--- src/rtl/mult_dispatch.sv ---
// mult_dispatch: FIFO-buffered operand feeder for a start/ready sequential multiplier,
// returning each product with its operands and flagging multiplier protocol errors.
module mult_dispatch #(
  parameter int N = 8,
  parameter int DEPTH = 4
) (
  input  logic                   clock,
  input  logic                   reset,
  input  logic                   in_valid,
  output logic                   in_ready,
  input  logic [N-1:0]           in_a,
  input  logic [N-1:0]           in_b,
  output logic                   mul_start,
  output logic [N-1:0]           mul_multiplicand,
  output logic [N-1:0]           mul_multiplier,
  input  logic                   mul_ready,
  input  logic [2*N-1:0]         mul_product,
  output logic                   out_valid,
  input  logic                   out_ready,
  output logic [N-1:0]           out_a,
  output logic [N-1:0]           out_b,
  output logic [2*N-1:0]         out_product,
  output logic [$clog2(DEPTH):0] fifo_count,
  output logic                   proto_err
);
  localparam int AW = $clog2(DEPTH);
  localparam int CW = $clog2(N + 3);
  typedef enum logic [1:0] {IDLE, START, WAIT, DONE} state_t;
  state_t state, state_nx;
  logic [2*N-1:0] mem [DEPTH];
  logic [AW-1:0] wr_ptr, rd_ptr;
  logic [CW-1:0] wcnt;
  logic push, pop, can_issue, timeout, finish;
  assign in_ready = fifo_count != (AW+1)'(DEPTH);
  assign push = in_valid && in_ready;
  assign can_issue = fifo_count != '0 && mul_ready;
  assign pop = can_issue && (state == IDLE || (state == DONE && out_ready));
  assign timeout = !mul_ready && wcnt == CW'(N + 1);
  assign finish = state == WAIT && (mul_ready || timeout);
  assign mul_start = state == START;
  assign out_valid = state == DONE;
  always_comb begin
    state_nx = state;
    case (state)
      IDLE:    state_nx = can_issue ? START : IDLE;
      START:   state_nx = WAIT;
      WAIT:    state_nx = (mul_ready || timeout) ? DONE : WAIT;
      DONE:    state_nx = !out_ready ? DONE : can_issue ? START : IDLE;
      default: state_nx = IDLE;
    endcase
  end
  always_ff @(posedge clock)
    if (push) mem[wr_ptr] <= {in_a, in_b};
  always_ff @(posedge clock) begin
    if (reset) begin
      state <= IDLE;
      wr_ptr <= '0;
      rd_ptr <= '0;
      fifo_count <= '0;
      wcnt <= '0;
      mul_multiplicand <= '0;
      mul_multiplier <= '0;
      out_a <= '0;
      out_b <= '0;
      out_product <= '0;
      proto_err <= 1'b0;
    end else begin
      state <= state_nx;
      wr_ptr <= push ? wr_ptr + 1'b1 : wr_ptr;
      rd_ptr <= pop ? rd_ptr + 1'b1 : rd_ptr;
      fifo_count <= fifo_count + (AW+1)'(push) - (AW+1)'(pop);
      wcnt <= state == WAIT ? wcnt + 1'b1 : '0;
      if (pop) {mul_multiplicand, mul_multiplier} <= mem[rd_ptr];
      if (finish) begin
        out_a <= mul_multiplicand;
        out_b <= mul_multiplier;
        out_product <= mul_ready ? mul_product : '0;
      end
      // ready still high right after start means the multiplier never took the job
      if (finish && (timeout || wcnt == '0)) proto_err <= 1'b1;
    end
  end
endmodule

--- config.mk ---
export PLATFORM = sky130hd
export DESIGN_NAME = mult_dispatch
export DESIGN_NICKNAME = d
export VERILOG_FILES = /design/src/rtl/mult_dispatch.sv
export SDC_FILE = /design/constraint.sdc
export NUM_CORES = 1
export LEC_CHECK = 0
export ABC_AREA = 1
export CORE_MARGIN = 10
export CORE_UTILIZATION = 52
export CTS_CLUSTER_DIAMETER = 40
export CTS_CLUSTER_SIZE = 24
export DETAILED_ROUTE_END_ITERATION = 7
export PLACE_DENSITY_LB_ADDON = 0.3
export SLEW_MARGIN = 20
export SYNTH_ARGS = -nofsm -noshare
export SYNTH_HDL_FRONTEND = slang
export SYNTH_SLANG_ARGS = --single-unit
--- constraint.sdc ---
create_clock -name clock -period 2.6 [get_ports clock]
set_input_delay 0.26 -clock clock [delete_from_list [all_inputs] [get_ports clock]]
set_output_delay 0.26 -clock clock [all_outputs]
set_load 0.05 [all_outputs]
==> impl_metrics.ini, run 1 <==
[run_status]
status = completed

[routing]
drt_iter0_drc = 237
viasPerCell = 4.95
wl_per_cell_um = 14.2
ant_nets = 0
vias = 3819
wl_um = 11000
first_pass_iters = 4
drc = 0

[synthesis]
yosys_warnings = 0
post-synth-top-area-fraction = 0.384
synth_area_leader_cell = edfxtp_1
yosysSeqAreaShare = 0.632
synth_area_mm2 = 0.00501
synth_area_leaders = edfxtp_1 (38%), dfxtp_1 (25%), nor2_1 (11%)
yosysUniqueCellTypes = 26
synth.avg_cell_area_um2 = 9.40
syn_inst = 533
ys_ff_latch = 126
syn-num-nets = 580

[timing]
rsz0062_at_grt = no
finalCriticalPeriod_ns = 2.23
setup_viol_count_final = 0
fmax_mhz = 448
max_slew.worst_pin.slew_ns = 0.826
clock-skew-final_ns = 0.00914
fin_tns_setup_ns = 0
final_hold_viol_count = 0
finalCritPeriodShare = 0.858
slew_viol_final = 0
max_slew_margin = 0.449
timing.hold.ws_ns = 0.306
setup_ws_ns = 0.369

[setup_path]
regToRegStartpoint = state[0]$_SDFF_PP0_
cp_slowest_cell = clkdlybuf4s50_1
required_ns = 2.34
worstPathCellList = inv_1, nor2_1, clkdlybuf4s50_1
cp_top_family = buffers and inverters
worstPathArrival_ns = 1.97
startpoint = state[0]$_SDFF_PP0_
worstPathBufferInverterCount = 2
worstSetupStartpointType = flop
end_kind = primary output
cp_slowest_stage_delay_ns = 0.81
setup.worst_path.class = reg -> out
path_max_fanout = 4

[layout]
fillers = 677
area.sequential_mm2 = 0.00316
drive_above_1_share = 0.0810
syn_to_final_growth_pct = 30.9
diodes = 0
stdcell_area_mm2 = 0.00656
final_common_cell = nor2_1
multi_input_area_mm2 = 0.00155
final_cell_mix = nor2_1 (144), nand2_1 (96), clkdlybuf4s50_1 (91)
finish.net_count = 676
fin_cells = 771
postLayoutCoreUtil = 0.703

[global_routing]
grt_antenna_before_repair = 0
grt_overflow_total = 0
grt_max_degree = 38
grt_first_pass_wirelength_um = 18100
grt_use_total = 0.158
grt_pass1_vias = 3756

[cts]
cts.path.max_buffers = 2
ctsHtreeMaxLevel = 4
numCtsBuffers = 17
cts-resized-gates = 0
post_cts_buffers = 0
root_buffer = clkbuf_8
holdBufCountCts = 0
cts_tree = done
clock_sinks = 126
insertion_delay_ns = 0.52
clk_pin_slew_ns = 0.06

[place]
numPortBuffers = 91
place_area_mm2 = 0.00603
hpwlAfterDp_um = 7300
gp_congestion = 0.753
dp_slack_ns = 0.293
place_inst = 739

[pwr]
power_mw = 6.73
cellPowerDensity_mw_per_mm2 = 1030
ir_drop_uv = 494
leakagePower_nw = 2.52

[floorplanning]
die_h_um = 118
pin_count = 92
die_w_um = 118
die-area_mm2 = 0.0140
initial_utilization = 0.537
num_rows = 35
core_area_mm2 = 0.00933

[run]
drv_cap = 0

[worst_hold_path]
hold_start = mul_product[10]
hold_path.class = in -> reg
[logic make-up (layout without fill, tap and decap cells)]
group / Yosys count / in the layout / share of synthesized area
flip-flops: 126 / 126 / 0.632
XOR/XNOR: 4 / 4 / 0.00700
buffers and inverters: 67 / 176 / 0.0602
adder cells (fa/ha/maj): 10 / 10 / 0.0265
AND/OR/NAND/NOR: 252 / 252 / 0.198
AO/OA/AOI/OAI: 74 / 74 / 0.0767
[tightest hold or removal path: cells and delay by family]
kind / cells / cell delay, ns
compound gates: 1 / 0.06
buf+inv: 1 / 0.39
simple gates: 1 / 0.06
[Yosys cell counts (all sizes together)]
| master | instances |
|---|---|
| nor2 | 146 |
| nand2 | 98 |
| edfxtp | 64 |
| dfxtp | 62 |
| o21ai | 50 |
| inv | 43 |
| a21oi | 23 |
| buf | 13 |
| clkbuf | 10 |
| ha | 9 |
| nand3 | 7 |
| xor2 | 3 |
| clkinv | 1 |
| fa | 1 |
| o21bai | 1 |
| or2 | 1 |
| xnor2 | 1 |
[registers in the layout (all words and copies together), names as in the netlist, 3 cells and up]
signal            cells
fifo_count            3
mem                  64
mul_multiplicand      8
mul_multiplier        8
out_a                 8
out_b                 8
out_product          16
wcnt                  4
[cell type report]
type                       count  share of cell area
timing repair buffer         100               0.151
inverter                      44              0.0252
clock buffer                  17              0.0632
clock inverter                15              0.0174
multi-input combinational    340               0.236
sequential                   126               0.483
tap                          129              0.0246
[report_power, final]
group          switching [mW]  internal (mW)
Clock                   0.878           1.18
Sequential              0.153           2.38
Combinational            1.46          0.682
Total                    2.49           4.24
[path summary, 6_finish.rpt]
check / to / slack [ns] / cells past startpoint
worst min register to register: proto_err$_SDFFE_PP0P_ / 0.46 / 2
worst min-delay path: out_product[10]$_SDFFE_PP0P_ / 0.31 / 3
worst max-delay path: mul_start / 0.37 / 3
worst max register to register: fifo_count[1]$_SDFF_PP0_ / 0.47 / 11
[per-layer routing]
metal,track usage,wire length (um)
met1,0.194,5120
met2,0.251,5070
met3,0.0524,687
met4,0.0603,98
met5,0,0
No activity file was read; power rests on OpenSTA's default activity.
==> inputs of run 2 (changes only) <==
--- a/config.mk
+++ b/config.mk
@@ -12,6 +12,7 @@
 export CTS_CLUSTER_SIZE = 24
 export DETAILED_ROUTE_END_ITERATION = 7
 export PLACE_DENSITY_LB_ADDON = 0.3
+export RECOVER_POWER = 25
 export SLEW_MARGIN = 20
 export SYNTH_ARGS = -nofsm -noshare
 export SYNTH_HDL_FRONTEND = slang
==> impl_metrics.ini, run 2 (same netlist as run 1, synthesis figures left out) <==
[run_status]
status = completed

[cts]
numCtsBuffers = 17
cts-resized-gates = 0
cts.path.max_buffers = 2
ctsHtreeMaxLevel = 4
root_buffer = clkbuf_8
post_cts_buffers = 0
insertion_delay_ns = 0.52
clock_sinks = 126
holdBufCountCts = 0
clk_pin_slew_ns = 0.06
cts_tree = done

[layout]
drive_above_1_share = 0.0810
largest_reg_flops = 64
finish.net_count = 676
syn_to_final_growth_pct = 30.9
final_cell_mix = nor2_1 (144), nand2_1 (96), clkdlybuf4s50_1 (75)
largest_register = mem
diodes = 0
top_regs = mem: 64 flops, out_product: 16 flops
postLayoutCoreUtil = 0.703
final_common_cell = nor2_1

[setup_path]
worstPathCellList = inv_1, nor2_1, clkdlybuf4s50_1
cp_top_family = buffers and inverters
setup.worst_path.class = reg -> out
path_max_fanout = 4
end_kind = primary output
worstPathArrival_ns = 1.97
required_ns = 2.34
cp_slowest_cell = clkdlybuf4s50_1
worst-r2r-setup-slack_ns = 0.47
worstPathBufferInverterCount = 2
cp_slowest_stage_delay_ns = 0.81
worstSetupStartpointType = flop

[timing]
clock-skew-final_ns = 0.00927
fmax_mhz = 447
final_hold_viol_count = 0
setup_viol_count_final = 0
max_slew_margin = 0.449
fin_tns_setup_ns = 0
slew_viol_final = 0
finalCriticalPeriod_ns = 2.23
finalCritPeriodShare = 0.860
rsz0062_at_grt = no
max_slew.worst_pin.slew_ns = 0.826

[floorplanning]
die_w_um = 118
die_h_um = 118
initial_utilization = 0.537
die-area_mm2 = 0.0140
num_rows = 35
pin_count = 92
core_area_mm2 = 0.00933

[routing]
vias = 3811
viasPerCell = 4.94
wl_um = 11000
first_pass_iters = 5
drc = 0
drt_iter0_drc = 234
ant_nets = 0
wl_per_cell_um = 14.2

[pwr]
leakagePower_nw = 2.52
cellPowerDensity_mw_per_mm2 = 1030
ir_drop_uv = 496

[run]
drv_cap = 0

[global_routing]
grt_max_degree = 38
grt_pass1_vias = 3756
grt_overflow_total = 0
grt_antenna_before_repair = 0
grt_first_pass_wirelength_um = 18100
grt_use_total = 0.158

[worst_hold_path]
hold_path.class = in -> reg

[place]
gp_congestion = 0.753
hpwlAfterDp_um = 7300
numPortBuffers = 91
run 2: cell count changes in the layout (fill, tap and decap cells not counted):
cell             previous run  this run
clkdlybuf4s50_1            91        75
dlygate4sd3_1               0        16
run 2: per-layer routing:
metal | global-route usage | share of wire
met4 | 0.0603 | 0.011
met2 | 0.251 | 0.46
met3 | 0.0524 | 0.060
met5 | 0 | 0
met1 | 0.194 | 0.47
run 2: report_power, final:
group	leakage (nW)	internal [mW]	switching, mW
logic	1.19	0.677	1.46
clock network	0.245	1.18	0.879
registers	1.09	2.38	0.153
run 2: cell type report:
type | instances | area (um2)
Multi-Input combinational cell | 340 | 1550
Sequential cell | 126 | 3160
Timing Repair Buffer | 100 | 991
Inverter | 44 | 165
Fill cell | 677 | 2770
Tap cell | 129 | 161
Clock inverter | 15 | 114
Clock buffer | 17 | 414
run 2: path summary, 6_finish.rpt:
kind / start / to / depth (start not counted)
worst max-delay path: state[0]$_SDFF_PP0_ / mul_start / 3
worst min-delay path: mul_product[10] / out_product[10]$_SDFFE_PP0P_ / 3
worst max register to register: state[0]$_SDFF_PP0_ / fifo_count[1]$_SDFF_PP0_ / 11
worst min register to register: proto_err$_SDFFE_PP0P_ / proto_err$_SDFFE_PP0P_ / 2
run 2: per-stage QoR:
step	total power [mW]	instances	setup slack (ns)	area, um2	hold slack [ns]
after global routing	7.11	771	0.279	6560	0.305
after detailed placement	4.71	739	0.293	6030	0.449
after CTS	6.78	771	0.350	6560	0.294
final	6.72	771	0.365	6560	0.303
after global placement	4.64	739	0.378	6030	0.438
after floorplan	4.07	533	0.150	5010	0.329
run 2: worst reg2reg max path: cells and delay by family (launching register included):
| kind | cells | cell delay, ns |
|---|---|---|
| buf+inv | 4 | 0.27 |
| fa+ha+maj | 3 | 0.93 |
| flops | 1 | 0.43 |
| simple gates | 4 | 0.41 |
